$ cat config.mk
export PLATFORM = sky130hd
export DESIGN_NAME = ncl_mult_seq
export DESIGN_NICKNAME = d
export VERILOG_FILES = /design/src/rtl/ncl_mult_seq.sv
export SDC_FILE = /design/constraint.sdc
export NUM_CORES = 1
export LEC_CHECK = 0
export BUFFER_PORTS_ARGS = -buffer_cell sky130_fd_sc_hd__buf_2
export CELL_PAD_IN_SITES_DETAIL_PLACEMENT = 1
export CELL_PAD_IN_SITES_GLOBAL_PLACEMENT = 2
export CORE_UTILIZATION = 40
export DETAILED_ROUTE_END_ITERATION = 8
export GPL_TIMING_DRIVEN = 0
export PLACE_DENSITY_LB_ADDON = 0.1
export SETUP_SLACK_MARGIN = 0.15
export SLEW_MARGIN = 20
export SYNTH_ARGS = -nofsm -noshare
export SYNTH_HDL_FRONTEND = slang
export SYNTH_SLANG_ARGS = --single-unit
$ cat constraint.sdc
create_clock -name clk -period 4.1 [get_ports clk]
set_input_delay 0.82 -clock clk [delete_from_list [all_inputs] [get_ports clk]]
set_output_delay 0.82 -clock clk [all_outputs]
set_load 0.05 [all_outputs]
$ cat src/rtl/ncl_mult_seq.sv
// Clocked dual-rail NCL multiplier: synchronised Ki/Ko handshake and a W-cycle shift-add core.
// Optional macro NCL_ILLEGAL_CHECK_EN enables sticky detection of illegal 11 rail pairs on err.
module ncl_mult_seq #(
    parameter int W      = 3,
    parameter int SIGNED = 0
) (
    input  logic             clk,
    input  logic             rst_n,
    input  logic [W-1:0]     a_rail1,
    input  logic [W-1:0]     a_rail0,
    input  logic [W-1:0]     b_rail1,
    input  logic [W-1:0]     b_rail0,
    input  logic             Ki,
    output logic             Ko,
    output logic [2*W-1:0]   p_rail1,
    output logic [2*W-1:0]   p_rail0,
    output logic             err
);
    localparam int PW = 2 * W;
    localparam int NR = 4 * W;
    localparam int CW = $clog2(W) + 1;

    typedef enum logic [1:0] {
        IDLE    = 2'd0,
        MULT    = 2'd1,
        HOLD    = 2'd2,
        PRESENT = 2'd3
    } state_t;

    state_t          state_q, state_d;
    logic [NR-1:0]   sync1_q, sync1_d, sync2_q, sync2_d, prev_q, prev_d;
    logic            ki1_q, ki1_d, ki2_q, ki2_d;
    logic            ko_q, ko_d;
    logic            err_q, err_d;
    logic [CW-1:0]   cnt_q, cnt_d;
    logic [PW-1:0]   acc_q, acc_d, a_sh_q, a_sh_d;
    logic [PW-1:0]   p1_q, p1_d, p0_q, p0_d;
    logic [W-1:0]    b_sh_q, b_sh_d;
    logic [W-1:0]    a1_s, a0_s, b1_s, b0_s;
    logic            complete_s, allnull_s, stable_s, blocked_s;

    assign {a1_s, a0_s, b1_s, b0_s} = sync2_q;
    assign complete_s = (&(a1_s ^ a0_s)) & (&(b1_s ^ b0_s));
    assign allnull_s  = ~|sync2_q;
    assign stable_s   = (sync2_q == prev_q);

`ifdef NCL_ILLEGAL_CHECK_EN
    logic [PW-1:0] ill_now_s, ill_prev_s;
    assign ill_now_s  = {a1_s & a0_s, b1_s & b0_s};
    assign ill_prev_s = {prev_q[4*W-1:3*W] & prev_q[3*W-1:2*W],
                         prev_q[2*W-1:W]   & prev_q[W-1:0]};
    assign blocked_s  = err_q;
`else
    assign blocked_s  = 1'b0;
`endif

    // Two-flop synchronisers plus the previous-sample copy used for the stability compare
    always_comb begin
        sync1_d = {a_rail1, a_rail0, b_rail1, b_rail0};
        sync2_d = sync1_q;
        prev_d  = sync2_q;
        ki1_d   = Ki;
        ki2_d   = ki1_q;
    end

    // Handshake FSM, shift-add datapath and output rail control
    always_comb begin
        state_d = state_q;
        ko_d    = ko_q;
        cnt_d   = cnt_q;
        acc_d   = acc_q;
        a_sh_d  = a_sh_q;
        b_sh_d  = b_sh_q;
        p1_d    = p1_q;
        p0_d    = p0_q;
`ifdef NCL_ILLEGAL_CHECK_EN
        err_d   = err_q | (|(ill_now_s & ill_prev_s));
`else
        err_d   = 1'b0;
`endif

        // Ko release is independent of state; it may coincide with the PRESENT->IDLE step
        if (!ko_q && allnull_s && !blocked_s) begin
            ko_d = 1'b1;
        end else begin
            ko_d = ko_q;
        end

        case (state_q)
            IDLE: begin
                if (ko_q && (p1_q == {PW{1'b0}}) && (p0_q == {PW{1'b0}}) &&
                    complete_s && stable_s && !blocked_s) begin
                    if (SIGNED != 0) begin
                        a_sh_d = {{W{a1_s[W-1]}}, a1_s};
                    end else begin
                        a_sh_d = {{W{1'b0}}, a1_s};
                    end
                    b_sh_d  = b1_s;
                    acc_d   = {PW{1'b0}};
                    cnt_d   = {CW{1'b0}};
                    ko_d    = 1'b0;
                    state_d = MULT;
                end else begin
                    state_d = IDLE;
                end
            end
            MULT: begin
                // Two's-complement weight of the B sign bit is negative, hence the final subtract
                if (b_sh_q[0]) begin
                    if ((SIGNED != 0) && (cnt_q == CW'(W - 1))) begin
                        acc_d = acc_q - a_sh_q;
                    end else begin
                        acc_d = acc_q + a_sh_q;
                    end
                end else begin
                    acc_d = acc_q;
                end
                a_sh_d = a_sh_q << 1;
                b_sh_d = b_sh_q >> 1;
                cnt_d  = cnt_q + CW'(1);
                if (cnt_q == CW'(W - 1)) begin
                    state_d = HOLD;
                end else begin
                    state_d = MULT;
                end
            end
            HOLD: begin
                if (ki2_q && !blocked_s) begin
                    p1_d    = acc_q;
                    p0_d    = ~acc_q;
                    state_d = PRESENT;
                end else begin
                    state_d = HOLD;
                end
            end
            PRESENT: begin
                if (!ki2_q) begin
                    p1_d    = {PW{1'b0}};
                    p0_d    = {PW{1'b0}};
                    state_d = IDLE;
                end else begin
                    state_d = PRESENT;
                end
            end
            default: begin
                p1_d    = {PW{1'b0}};
                p0_d    = {PW{1'b0}};
                state_d = IDLE;
            end
        endcase
    end

    // State and datapath registers with asynchronous clear
    always_ff @(posedge clk or negedge rst_n) begin
        if (!rst_n) begin
            state_q <= IDLE;
            sync1_q <= {NR{1'b0}};
            sync2_q <= {NR{1'b0}};
            prev_q  <= {NR{1'b0}};
            ki1_q   <= 1'b0;
            ki2_q   <= 1'b0;
            ko_q    <= 1'b1;
            err_q   <= 1'b0;
            cnt_q   <= {CW{1'b0}};
            acc_q   <= {PW{1'b0}};
            a_sh_q  <= {PW{1'b0}};
            b_sh_q  <= {W{1'b0}};
            p1_q    <= {PW{1'b0}};
            p0_q    <= {PW{1'b0}};
        end else begin
            state_q <= state_d;
            sync1_q <= sync1_d;
            sync2_q <= sync2_d;
            prev_q  <= prev_d;
            ki1_q   <= ki1_d;
            ki2_q   <= ki2_d;
            ko_q    <= ko_d;
            err_q   <= err_d;
            cnt_q   <= cnt_d;
            acc_q   <= acc_d;
            a_sh_q  <= a_sh_d;
            b_sh_q  <= b_sh_d;
            p1_q    <= p1_d;
            p0_q    <= p0_d;
        end
    end

    assign Ko      = ko_q;
    assign p_rail1 = p1_q;
    assign p_rail0 = p0_q;
    assign err     = err_q;

endmodule
==> results of run 1 <==
state kept, by name, indices dropped and copies added, names as in the netlist:
signal   flops
Ko           1
a_sh_q       6
acc_q        6
b_sh_q       3
cnt_q        3
ki1_q        1
ki2_q        1
p_rail0      6
p_rail1      6
prev_d      12
prev_q      12
state_q      2
sync1_q     12
how the worst max path moves through the flow:
stage                     to      from  slack, ns
floorplan           acc_q[5]  acc_q[1]       1.96
global placement    acc_q[5]  acc_q[1]       1.79
detailed placement  acc_q[4]        Ko       1.73
CTS                 acc_q[4]        Ko       1.72
global route        acc_q[4]        Ko       1.60
finish              acc_q[4]        Ko       1.73
metal layers:
metal,routed length (um),vias up,global-route usage
met5,0,-,0
met4,78,0,0.06364
met3,185,7,0.06160
met2,2783,21,0.2938
met1,2900,939,0.2544
li1,-,908,-
cell families (layout without fill, tap and decap cells):
family,after synthesis,in the layout,synth area share
adder cells (fa/ha/maj),8,8,0.03827
buffers and inverters,16,60,0.02537
flip-flops,71,71,0.6324
other,1,1,0.001334
AO/OA/AOI/OAI,55,55,0.1264
XOR/XNOR,9,9,0.02804
AND/OR/NAND/NOR,77,77,0.1446
multiplexers,1,1,0.003560
stage by stage:
step,total power (W),setup WS (ns)
2_1_floorplan,0.0007577,1.962
3_3_place_gp,0.0007842,1.787
3_5_place_dp,0.0007885,1.732
4_1_cts,0.001296,1.718
5_1_grt,0.001328,1.600
6_report,0.001274,1.733
Yosys cell counts (all sizes together), types with 4 or more instances:
cell type  instances  share of area
dfrtp             70           0.62
a22oi              6          0.016
inv                7         0.0093
xnor2              5          0.016
o21ai             23          0.041
ha                 7          0.031
nor4               5          0.011
nand2b             6          0.013
nand3             13          0.023
nand2             28          0.037
clkbuf             7         0.0093
a21oi             10          0.018
xor2               4          0.012
nor2              10          0.013
area by class of cell:
class,count,area [sq um]
well taps,96,120.1
flip-flops and latches,71,1778
clock buffers,10,137.6
inverters,7,26.28
clock inverters,6,45.04
fillers,757,3522
multi-input cells,151,962.2
repair buffers,28,157.7
plain buffers,9,45.04
power by group:
| group | leakage (nW) | total [W] | switching, W | internal [W] |
|---|---|---|---|---|
| Combinational | 0.565 | 0.0000393 | 0.0000233 | 0.0000159 |
| Sequential | 0.901 | 0.000733 | 0.0000140 | 0.000719 |
| Clock | 0.0849 | 0.000502 | 0.000264 | 0.000237 |
| Total | 1.55 | 0.00127 | 0.000302 | 0.000973 |
==> results by group, run 1 <==
Outcome
  • Outcome: complete, no violations

Worst hold path
  • Hold Path End: ki2_q
  • Classification of the worst-slack hold path: flip-flop to flip-flop
  • Hold Path Cell Cnt: 0
  • Hold Startpoint: ki1_q

STA
  • Post-layout minimum cycle time: ~2.4 ns
  • Total Negative Setup Slacks: 0 ns
  • Maximum achievable frequency: roughly 420 MHz
  • Post-Route Skew: 0.009649 ns
  • Final hold slack: around 0.35 ns
  • Unrepaired setup endpoints after global routing: false
  • Tightest Pin Transition: about 0.57 ns
  • Final period utilization: 0.5772
  • Slew Limit Headroom: 0.6220
  • Number of pins exceeding their max-slew limit in the final report: 0
  • Final Hold Viols: 0
  • Count of final setup violators: 0

Worst setup path
  • Worst path cell trace: nor4b_1, nand4_1, or4_4, clkbuf_1, nand3_1, o21ai_0
  • Worst setup SP type: flip-flop
  • Element type at the critical path end: flip-flop
  • Number of cell instances on the worst register-to-register path: 6
  • CP arrival: 2.58 ns
  • Launch point of the worst reg-to-reg path: Ko
  • Critical setup path kind: flip-flop to flip-flop
  • Dominant delay contributor by cell family on the critical path: simple AND/OR/NAND/NOR gates
  • Required time at the worst-slack endpoint: 4.31 ns
  • Maximum fanout count along the critical path: 10
  • Buffer and inverter count on the worst path: 1
  • Crit-path slowest cell: sky130_fd_sc_hd__dfstp_2
  • Setup slack, reg-to-reg: 1.73 ns
  • Crit path depth: 6
  • Worst reg2reg path endpoint: acc_q[4]
  • Delay of the slowest cell on the worst path: 0.57 ns

Layout
  • Final standard cell area without fillers: 3272 sq um
  • Non-Filler Instances: 378
  • Number of nets at the end of the flow: 300
  • Layout cell share with drive strength beyond 1: 0.1879
  • Most common cell after layout, fill and taps aside: sky130_fd_sc_hd__dfrtp_1
  • Final core utilization: 0.4816
  • Diodes inserted: 0
  • Commonest cells after routing, fill and taps aside: sky130_fd_sc_hd__dfrtp_1 (70), sky130_fd_sc_hd__nand2_1 (28), sky130_fd_sc_hd__buf_2 (26), sky130_fd_sc_hd__o21ai_0 (22), sky130_fd_sc_hd__nand3_1 (13)
  • Relative area change from synthesis to final layout: 16.38%

Yosys
  • Cell area after synthesis: 2811 sq um
  • Post-synthesis cell type count: 38
  • Gate count after technology mapping: 238
  • Proportion of register bits with asynchronous set or reset after synthesis: 1.000
  • Synth Net Count: 261
  • Dominant register cell in the synthesized netlist: sky130_fd_sc_hd__dfrtp_1
  • EDFF count, synth: 0
  • Yosys reg bits: 71
  • Post-synthesis area per instance: 11.81 sq um
  • Proportion of synthesized chip area in sequential cells: 0.6324
  • Synthesis warning total: 0

Routing
  • Average via count per standard cell: about 5.0
  • Total detailed-routing wirelength: a little under 6 mm
  • Routed WL per cell: 15.74 um
  • First-pass iteration count of the detailed router: 4
  • Detailed Route Iter0 Violations: around 80
  • DRT antenna net count: 0
  • Total via count after detailed routing: 1875
  • DR DRC count: 0

Power and ir drop
  • Power per cell area: 389.4 nW/um^2
  • Maximum vdd drop: 0.0002396 V
  • Leakage: approximately 1.6 nW

Clock network
  • Clock-pin slew on the worst setup and hold paths: 0.08 ns
  • Count of hold buffers inserted by post-cts repair: 0
  • Number of H-tree branching levels: 3
  • Clock tree from TritonCTS: done
  • CTS buffer count: 9
  • Cell at the root of the clock tree: sky130_fd_sc_hd__clkbuf_8
  • Number of post-CTS setup repair buffers: 0
  • Maximum root-to-sink buffer count: 2
  • Insertion delay of the later-clocked pin in the worst-skew pair: 0.35 ns
  • PostCTS Resize Cnt: 0
  • TritonCTS sink count: 71

Floorplanning
  • Initial standard-cell utilization of the core: 0.4138
  • Io pins: 29
  • Core Box Area: roughly 6800 sq um
  • Area of the die: 7368 sq um
  • Standard-cell rows: 30
  • Die X-Extent: 85.84 um
  • Die Height: 85.84 um

Global route
  • Via count of the first global-routing pass: 2055
  • First-pass GRT wire length: 10.27 mm
  • Maximum number of pins on one net before global-route repair: between 40 and 50
  • Initial antenna violation count: 0
  • Global-route usage over all layers: 0.1901
  • Global route total overflow: 0

Placement
  • Placed insts: 362
  • Port buffer count: 27
  • Area post-placement: 3089 sq um
  • DPL Wire Length: 4.281 mm
  • Global placement routability congestion: 0.7491

Job
  • Max capacitance violation total: 0
(Power assumes the default switching activity.)
==> run 2: changes to the inputs <==
--- a/config.mk
+++ b/config.mk
@@ -5,10 +5,11 @@
 export SDC_FILE = /design/constraint.sdc
 export NUM_CORES = 1
 export LEC_CHECK = 0
+export ABC_AREA = 1
 export BUFFER_PORTS_ARGS = -buffer_cell sky130_fd_sc_hd__buf_2
 export CELL_PAD_IN_SITES_DETAIL_PLACEMENT = 1
 export CELL_PAD_IN_SITES_GLOBAL_PLACEMENT = 2
-export CORE_UTILIZATION = 40
+export CORE_UTILIZATION = 36
 export DETAILED_ROUTE_END_ITERATION = 8
 export GPL_TIMING_DRIVEN = 0
 export PLACE_DENSITY_LB_ADDON = 0.1
==> constraint.sdc (replaced) <==
create_clock -name clk -period 2.3 [get_ports clk]
set_input_delay 0.46 -clock clk [delete_from_list [all_inputs] [get_ports clk]]
set_output_delay 0.46 -clock clk [all_outputs]
set_load 0.05 [all_outputs]
==> results by group, run 2 <==
Clock network
  • Maximum root-to-sink buffer count: 2 (unchanged)
  • Count of hold buffers inserted by post-cts repair: 0 (unchanged)
  • PostCTS Resize Cnt: 0 (unchanged)
  • Number of H-tree branching levels: 3 (unchanged)
  • Insertion delay of the later-clocked pin in the worst-skew pair: 0.35 ns (about the same)
  • Cell at the root of the clock tree: sky130_fd_sc_hd__clkbuf_8
  • TritonCTS sink count: 71 (unchanged)
  • CTS buffer count: 9 (unchanged)
  • Clock-pin slew on the worst setup and hold paths: 0.09 ns (about the same)
  • Clock tree from TritonCTS: done
  • Number of post-CTS setup repair buffers: 0 (unchanged)

Floorplanning
  • Core Box Area: 8299 sq um (+22%)
  • Die X-Extent: 94.95 um (+11%)
  • Area of the die: 9016 sq um (+22%)
  • Standard-cell rows: 33 (+10%)
  • Io pins: 29 (unchanged)
  • Die Height: 94.95 um (+11%)
  • Initial standard-cell utilization of the core: 0.3748 (-0.03902)

Routing
  • Total detailed-routing wirelength: 7.271 mm (+22%)
  • Routed WL per cell: 14.43 um (-8.3%)
  • Average via count per standard cell: 4.821 (-2.8%)
  • First-pass iteration count of the detailed router: 4 (unchanged)
  • DR DRC count: 0 (unchanged)
  • DRT antenna net count: 0 (unchanged)
  • Detailed Route Iter0 Violations: 71 (-9.0%)
  • Total via count after detailed routing: 2430 (+30%)

Layout
  • Most common cell after layout, fill and taps aside: sky130_fd_sc_hd__nand2_1
  • Layout cell share with drive strength beyond 1: 0.1629 (-0.02504)
  • Commonest cells after routing, fill and taps aside: sky130_fd_sc_hd__nand2_1 (109), sky130_fd_sc_hd__dfrtp_1 (70), sky130_fd_sc_hd__inv_1 (39), sky130_fd_sc_hd__nor2_1 (36), sky130_fd_sc_hd__buf_2 (27)
  • Number of nets at the end of the flow: 417 (+39%)
  • Diodes inserted: 0 (unchanged)
  • Relative area change from synthesis to final layout: 15.25%
  • Fillcell total: 997 (+32%)

Yosys
  • Most area-hungry cell type in the Yosys netlist: sky130_fd_sc_hd__dfrtp_1
  • Cell area after synthesis: 3110 sq um (+11%)
  • Dominant register cell in the synthesized netlist: sky130_fd_sc_hd__dfrtp_1
  • Leading post-synthesis cells by instance count: sky130_fd_sc_hd__nand2_1 (109), sky130_fd_sc_hd__dfrtp_1 (70), sky130_fd_sc_hd__inv_1 (39)
  • Yosys reg bits: 71 (unchanged)
  • Top area cells in the synthesized netlist: sky130_fd_sc_hd__dfrtp_1 (56%), sky130_fd_sc_hd__nand2_1 (13%), sky130_fd_sc_hd__inv_1 (4.7%), sky130_fd_sc_hd__nor2_1 (4.3%), sky130_fd_sc_hd__ha_1 (2.8%)
  • Synthesis warning total: 0 (unchanged)
  • Proportion of synthesized chip area in sequential cells: 0.5716 (-0.06080)
  • Proportion of register bits with asynchronous set or reset after synthesis: 1.000 (unchanged)
  • EDFF count, synth: 0 (unchanged)
  • Share of the synthesized area in the top cell type: 0.5632 (-0.05990)
  • Synth Net Count: 378 (+45%)
  • Cell with the most instances after synthesis: sky130_fd_sc_hd__nand2_1
  • Gate count after technology mapping: 355 (+49%)
  • Post-synthesis cell type count: 28 (-26%)
  • Post-synthesis area per instance: 8.762 sq um (-26%)

Placement
  • Global placement routability congestion: 0.8020 (+7.1%)
  • Port buffer count: 27 (unchanged)
  • DPL Wire Length: 5.432 mm (+27%)

Global route
  • Global-route usage over all layers: 0.1842 (-0.005894)
  • First-pass GRT wire length: 12.18 mm (+19%)
  • Global route total overflow: 0 (unchanged)
  • Via count of the first global-routing pass: 2487 (+21%)
  • Maximum number of pins on one net before global-route repair: 38 (-16%)
  • Initial antenna violation count: 0 (unchanged)

STA
  • Unrepaired setup endpoints after global routing: false
  • Number of pins exceeding their max-slew limit in the final report: 0 (unchanged)
  • Tightest Pin Transition: 0.5177 ns (-0.04929 ns)
  • Final period utilization: 0.7950 (+0.2178)
  • Post-layout minimum cycle time: 1.829 ns (-0.5381 ns)
  • Count of final setup violators: 0 (unchanged)
  • Maximum achievable frequency: 546.9 MHz (+29%)
  • Post-Route Skew: 0.01288 ns (+0.003235 ns)
  • Slew Limit Headroom: 0.6549 (+0.03286)
  • Final Hold Viols: 0 (unchanged)
  • Total Negative Setup Slacks: 0 ns (unchanged)

Worst setup path
  • Maximum fanout count along the critical path: 4 (-6)
  • Required time at the worst-slack endpoint: 2.54 ns (-1.77 ns)
  • CP arrival: 2.07 ns (-0.51 ns)
  • Element type at the critical path end: flip-flop
  • Critical setup path kind: flip-flop to flip-flop
  • Worst setup SP type: flip-flop

Power and ir drop
  • Maximum vdd drop: 0.0003835 V (+60%)
  • Leakage: 1.932 nW (+25%)
  • Total Power: 0.002395 W (+88%)
  • Power per cell area: 668.1 nW/um^2 (+72%)

Worst hold path
  • Classification of the worst-slack hold path: primary input to async pin

Outcome
  • Outcome: complete, no violations

Job
  • Max capacitance violation total: 0 (unchanged)
-- run 2: logic make-up after synthesis --
family,count (synthesis),share of synthesized area
and+or+nand+nor,180,0.2426
adders and majority gates,8,0.03459
xor gates and xnor gates,4,0.01127
other,1,0.001206
buffers and inverters,52,0.06677
DFF,71,0.5716
AOI/OAI and AO/OA,39,0.07200
-- run 2: worst paths after layout --
path	from	to	slack (ns)	cells after the start
worst max-delay path	acc_q[0]	acc_q[4]	0.47	9
worst min-delay path	rst_n	prev_q[11]	0.05	1
worst max register to register	acc_q[0]	acc_q[4]	0.47	9
worst min register to register	ki1_q	ki2_q	0.35	0
max in group asynchronous	rst_n	Ko	1.64	2
min in group clk	b_rail0[0]	sync1_q[0]	0.20	1
-- run 2: area by class of cell --
class / count / area [sq um] / area share
clock inverters: 7 / 61.31 / 0.01710
plain buffers: 6 / 35.03 / 0.009773
clock buffers: 9 / 123.9 / 0.03456
multi-input cells: 232 / 1125 / 0.3138
repair buffers: 28 / 157.7 / 0.04398
flip-flops and latches: 71 / 1778 / 0.4960
well taps: 105 / 131.4 / 0.03665
inverters: 46 / 172.7 / 0.04817
-- run 2: critical path: stages, from the launching register on --
cell and delay (ns):
sky130_fd_sc_hd__dfrtp_1 0.43, sky130_fd_sc_hd__ha_1 0.26, sky130_fd_sc_hd__fa_1 0.40, sky130_fd_sc_hd__nand2_1 0.10
sky130_fd_sc_hd__nand2_1 0.06, sky130_fd_sc_hd__a21oi_1 0.16, sky130_fd_sc_hd__xor2_1 0.16, sky130_fd_sc_hd__nor2_1 0.05
sky130_fd_sc_hd__nand2_1 0.06, sky130_fd_sc_hd__nand2_1 0.04
-- run 2: per-layer routing --
layer,track usage,wire (um),up-vias
li1,-,-,1197
met1,0.2572,3736,1193
met2,0.2788,3258,33
met3,0.04831,200,7
met4,0.05682,76,0
met5,0,0,-
-- run 2: where the power goes --
| group | internal (W) | leakage (nW) | total, W | switching, W |
|---|---|---|---|---|
| combinational | 0.0000441 | 0.943 | 0.000136 | 0.0000918 |
| sequential | 0.00129 | 0.900 | 0.00131 | 0.0000278 |
| clock | 0.000412 | 0.0888 | 0.000945 | 0.000533 |
-- run 2: per-stage QoR --
stage	setup slack [ns]	instances	util	cell area, sq um	hold slack, ns
after global placement	0.3545	487	0.4069	3377	0.3325
final	0.4714	504	0.4319	3585	0.04787
after CTS	0.4767	504	0.4319	3585	0.04603
after floorplan	0.6035	355	-	3110	0.1644
after detailed placement	0.4860	488	0.4096	3400	0.3363
after global routing	0.3328	504	0.4319	3585	0.06442
==> run 3: changes to the inputs <==
==> constraint.sdc (replaced) <==
create_clock -name clk -period 1.8 [get_ports clk]
set_input_delay 0.36 -clock clk [delete_from_list [all_inputs] [get_ports clk]]
set_output_delay 0.36 -clock clk [all_outputs]
set_load 0.05 [all_outputs]
==> results by group, run 3 (synthesis gave the netlist of run 2 again) <==
Outcome
  • Outcome: complete, no violations

Clock network
  • Number of H-tree branching levels: 3 (unchanged)
  • Insertion delay of the later-clocked pin in the worst-skew pair: 0.34 ns (about the same)
  • TritonCTS sink count: 71 (unchanged)
  • Cell at the root of the clock tree: sky130_fd_sc_hd__clkbuf_8
  • CTS buffer count: 9 (unchanged)
  • Clock-pin slew on the worst setup and hold paths: 0.08 ns (about the same)
  • Clock tree from TritonCTS: done
  • Maximum root-to-sink buffer count: 2 (unchanged)

Worst setup path
  • Element type at the critical path end: flip-flop
  • Required time at the worst-slack endpoint: 2.04 ns (-0.50 ns)
  • Launch point of the worst reg-to-reg path: acc_q[0]
  • Critical setup path kind: flip-flop to flip-flop
  • Endpoint of the most critical setup path: acc_q[4]
  • Setup slack, reg-to-reg: 0.14 ns (-0.33 ns)
  • CP arrival: 1.90 ns (-0.17 ns)
  • Maximum fanout count along the critical path: 2 (-2)
  • First element of the critical path: acc_q[0]
  • Number of cell instances on the worst register-to-register path: 9 (unchanged)
  • Worst setup SP type: flip-flop
  • Worst reg2reg path endpoint: acc_q[4]

STA
  • Post-layout minimum cycle time: 1.661 ns (-0.1678 ns)
  • Maximum achievable frequency: 602.1 MHz (+10%)
  • Post-route setup slack: 0.1393 ns (-0.3322 ns)
  • Unrepaired setup endpoints after global routing: true
  • Total Negative Setup Slacks: 0 ns (unchanged)
  • Count of final setup violators: 0 (unchanged)
  • Number of pins exceeding their max-slew limit in the final report: 0 (unchanged)
  • Final period utilization: 0.9226 (+0.1276)
  • Post-Route Skew: 0.01209 ns (-0.0007956 ns)
  • Final Hold Viols: 0 (unchanged)

Power and ir drop
  • Total Power: 0.003427 W (+43%)
  • Power per cell area: 913.1 nW/um^2 (+37%)
  • Leakage: 2.007 nW (+3.9%)
  • Maximum vdd drop: 0.0004066 V (+6.0%)

Layout
  • Layout cell share with drive strength beyond 1: 0.2054 (+0.04247)
  • Most common cell after layout, fill and taps aside: sky130_fd_sc_hd__nand2_1
  • Commonest cells after routing, fill and taps aside: sky130_fd_sc_hd__nand2_1 (107), sky130_fd_sc_hd__dfrtp_1 (69), sky130_fd_sc_hd__inv_1 (38), sky130_fd_sc_hd__nor2_1 (35), sky130_fd_sc_hd__buf_2 (27)
  • Number of nets at the end of the flow: 427 (+2.4%)
  • Fillcell total: 993 (-0.40%)
  • Register Area: 1779 sq um (about the same)
  • Diodes inserted: 0 (unchanged)
  • Relative area change from synthesis to final layout: 20.68%
  • Area of the multi-input gates: 1151 sq um (+2.3%)
  • Non-Filler Instances: 514 (+2.0%)

Placement
  • Placed insts: 488 (unchanged)
  • Global placement routability congestion: 0.7835 (-2.3%)
  • Port buffer count: 27 (unchanged)
  • DPL Wire Length: 5.483 mm (+0.94%)
  • Worst slack at placement: 0.01925 ns (-0.4667 ns)

Global route
  • Global route total overflow: 0 (unchanged)
  • Global-route usage over all layers: 0.1857 (+0.001545)
  • Maximum number of pins on one net before global-route repair: 38 (unchanged)
  • Initial antenna violation count: 0 (unchanged)
  • First-pass GRT wire length: 12.45 mm (+2.2%)
  • Via count of the first global-routing pass: 2526 (+1.6%)

Routing
  • Total detailed-routing wirelength: 7.508 mm (+3.3%)
  • DRT antenna net count: 0 (unchanged)
  • Average via count per standard cell: 4.809 (-0.25%)
  • Routed WL per cell: 14.61 um (+1.3%)
  • DR DRC count: 0 (unchanged)
  • Total via count after detailed routing: 2472 (+1.7%)
  • Detailed Route Iter0 Violations: 63 (-11%)
  • First-pass iteration count of the detailed router: 4 (unchanged)

Floorplanning
  • Die X-Extent: 94.95 um (unchanged)
  • Standard-cell rows: 33 (unchanged)
  • Area of the die: 9016 sq um (unchanged)
  • Core Box Area: 8299 sq um (unchanged)
  • Die Height: 94.95 um (unchanged)
  • Initial standard-cell utilization of the core: 0.3748 (unchanged)
  • Io pins: 29 (unchanged)

Worst hold path
  • Classification of the worst-slack hold path: primary input to flip-flop
  • Hold Path Cell Cnt: 1

Job
  • Max capacitance violation total: 0 (unchanged)
==> run 3: area by class of cell <==
cell class,instances,share of cell area
flip-flops and latches,71,0.4740
repair buffers,38,0.06367
plain buffers,6,0.009667
well taps,105,0.03500
multi-input cells,232,0.3067
clock buffers,9,0.03300
inverters,46,0.04600
clock inverters,7,0.03200
==> run 3: routing by layer <==
layer  global-route usage  share of wire
met2               0.2836           0.46
met3              0.04348          0.030
met1               0.2592           0.50
met5                    0              0
met4              0.06061          0.010
==> run 3: where the power goes <==
part           switching [W]  internal, W  leakage [nW]
sequential         0.0000367      0.00164         0.899
combinational       0.000121    0.0000613         0.988
clock               0.000638     0.000925         0.120
==> run 3: worst min path at each step <==
stage	startpoint	to	slack, ns
floorplan	rst_n	a_sh_q[0]	0.06
detailed placement	sync1_q[4]	prev_d[4]	0.34
global placement	sync1_q[8]	prev_d[8]	0.33
global route	b_rail1[2]	sync1_q[5]	0.08
finish	b_rail0[2]	sync1_q[2]	0.11
CTS	b_rail0[2]	sync1_q[2]	0.09
==> run 3: worst max-delay path, stage by stage, from the launching register on <==
cell and delay (ns):
sky130_fd_sc_hd__dfrtp_1 0.39, sky130_fd_sc_hd__ha_2 0.21, sky130_fd_sc_hd__fa_2 0.34, sky130_fd_sc_hd__nand2_1 0.09, sky130_fd_sc_hd__nand2_1 0.06, sky130_fd_sc_hd__a21oi_2 0.13
sky130_fd_sc_hd__xor2_1 0.16, sky130_fd_sc_hd__nor2_1 0.06, sky130_fd_sc_hd__nand2_1 0.07, sky130_fd_sc_hd__nand2_1 0.05
==> run 3: stage by stage <==
| step | hold WS, ns | utilization | area (sq um) |
|---|---|---|---|
| global route | 0.08089 | 0.4523 | 3754 |
| detailed placement | 0.3381 | 0.4101 | 3403 |
| global placement | 0.3324 | 0.4074 | 3381 |
| finish | 0.1120 | 0.4523 | 3754 |
| floorplan | 0.06441 | - | 3114 |
| CTS | 0.09428 | 0.4460 | 3701 |
==> run 3: repair_timing <==
action                                  in CTS  in global routing
setup buffers                                5                  4
endpoints found under the setup margin      12                 20
gates resized for setup                      4                  8
pin swaps                                    0                  4
hold buffers                                 1                  0
endpoints found under the hold margin       33                  0
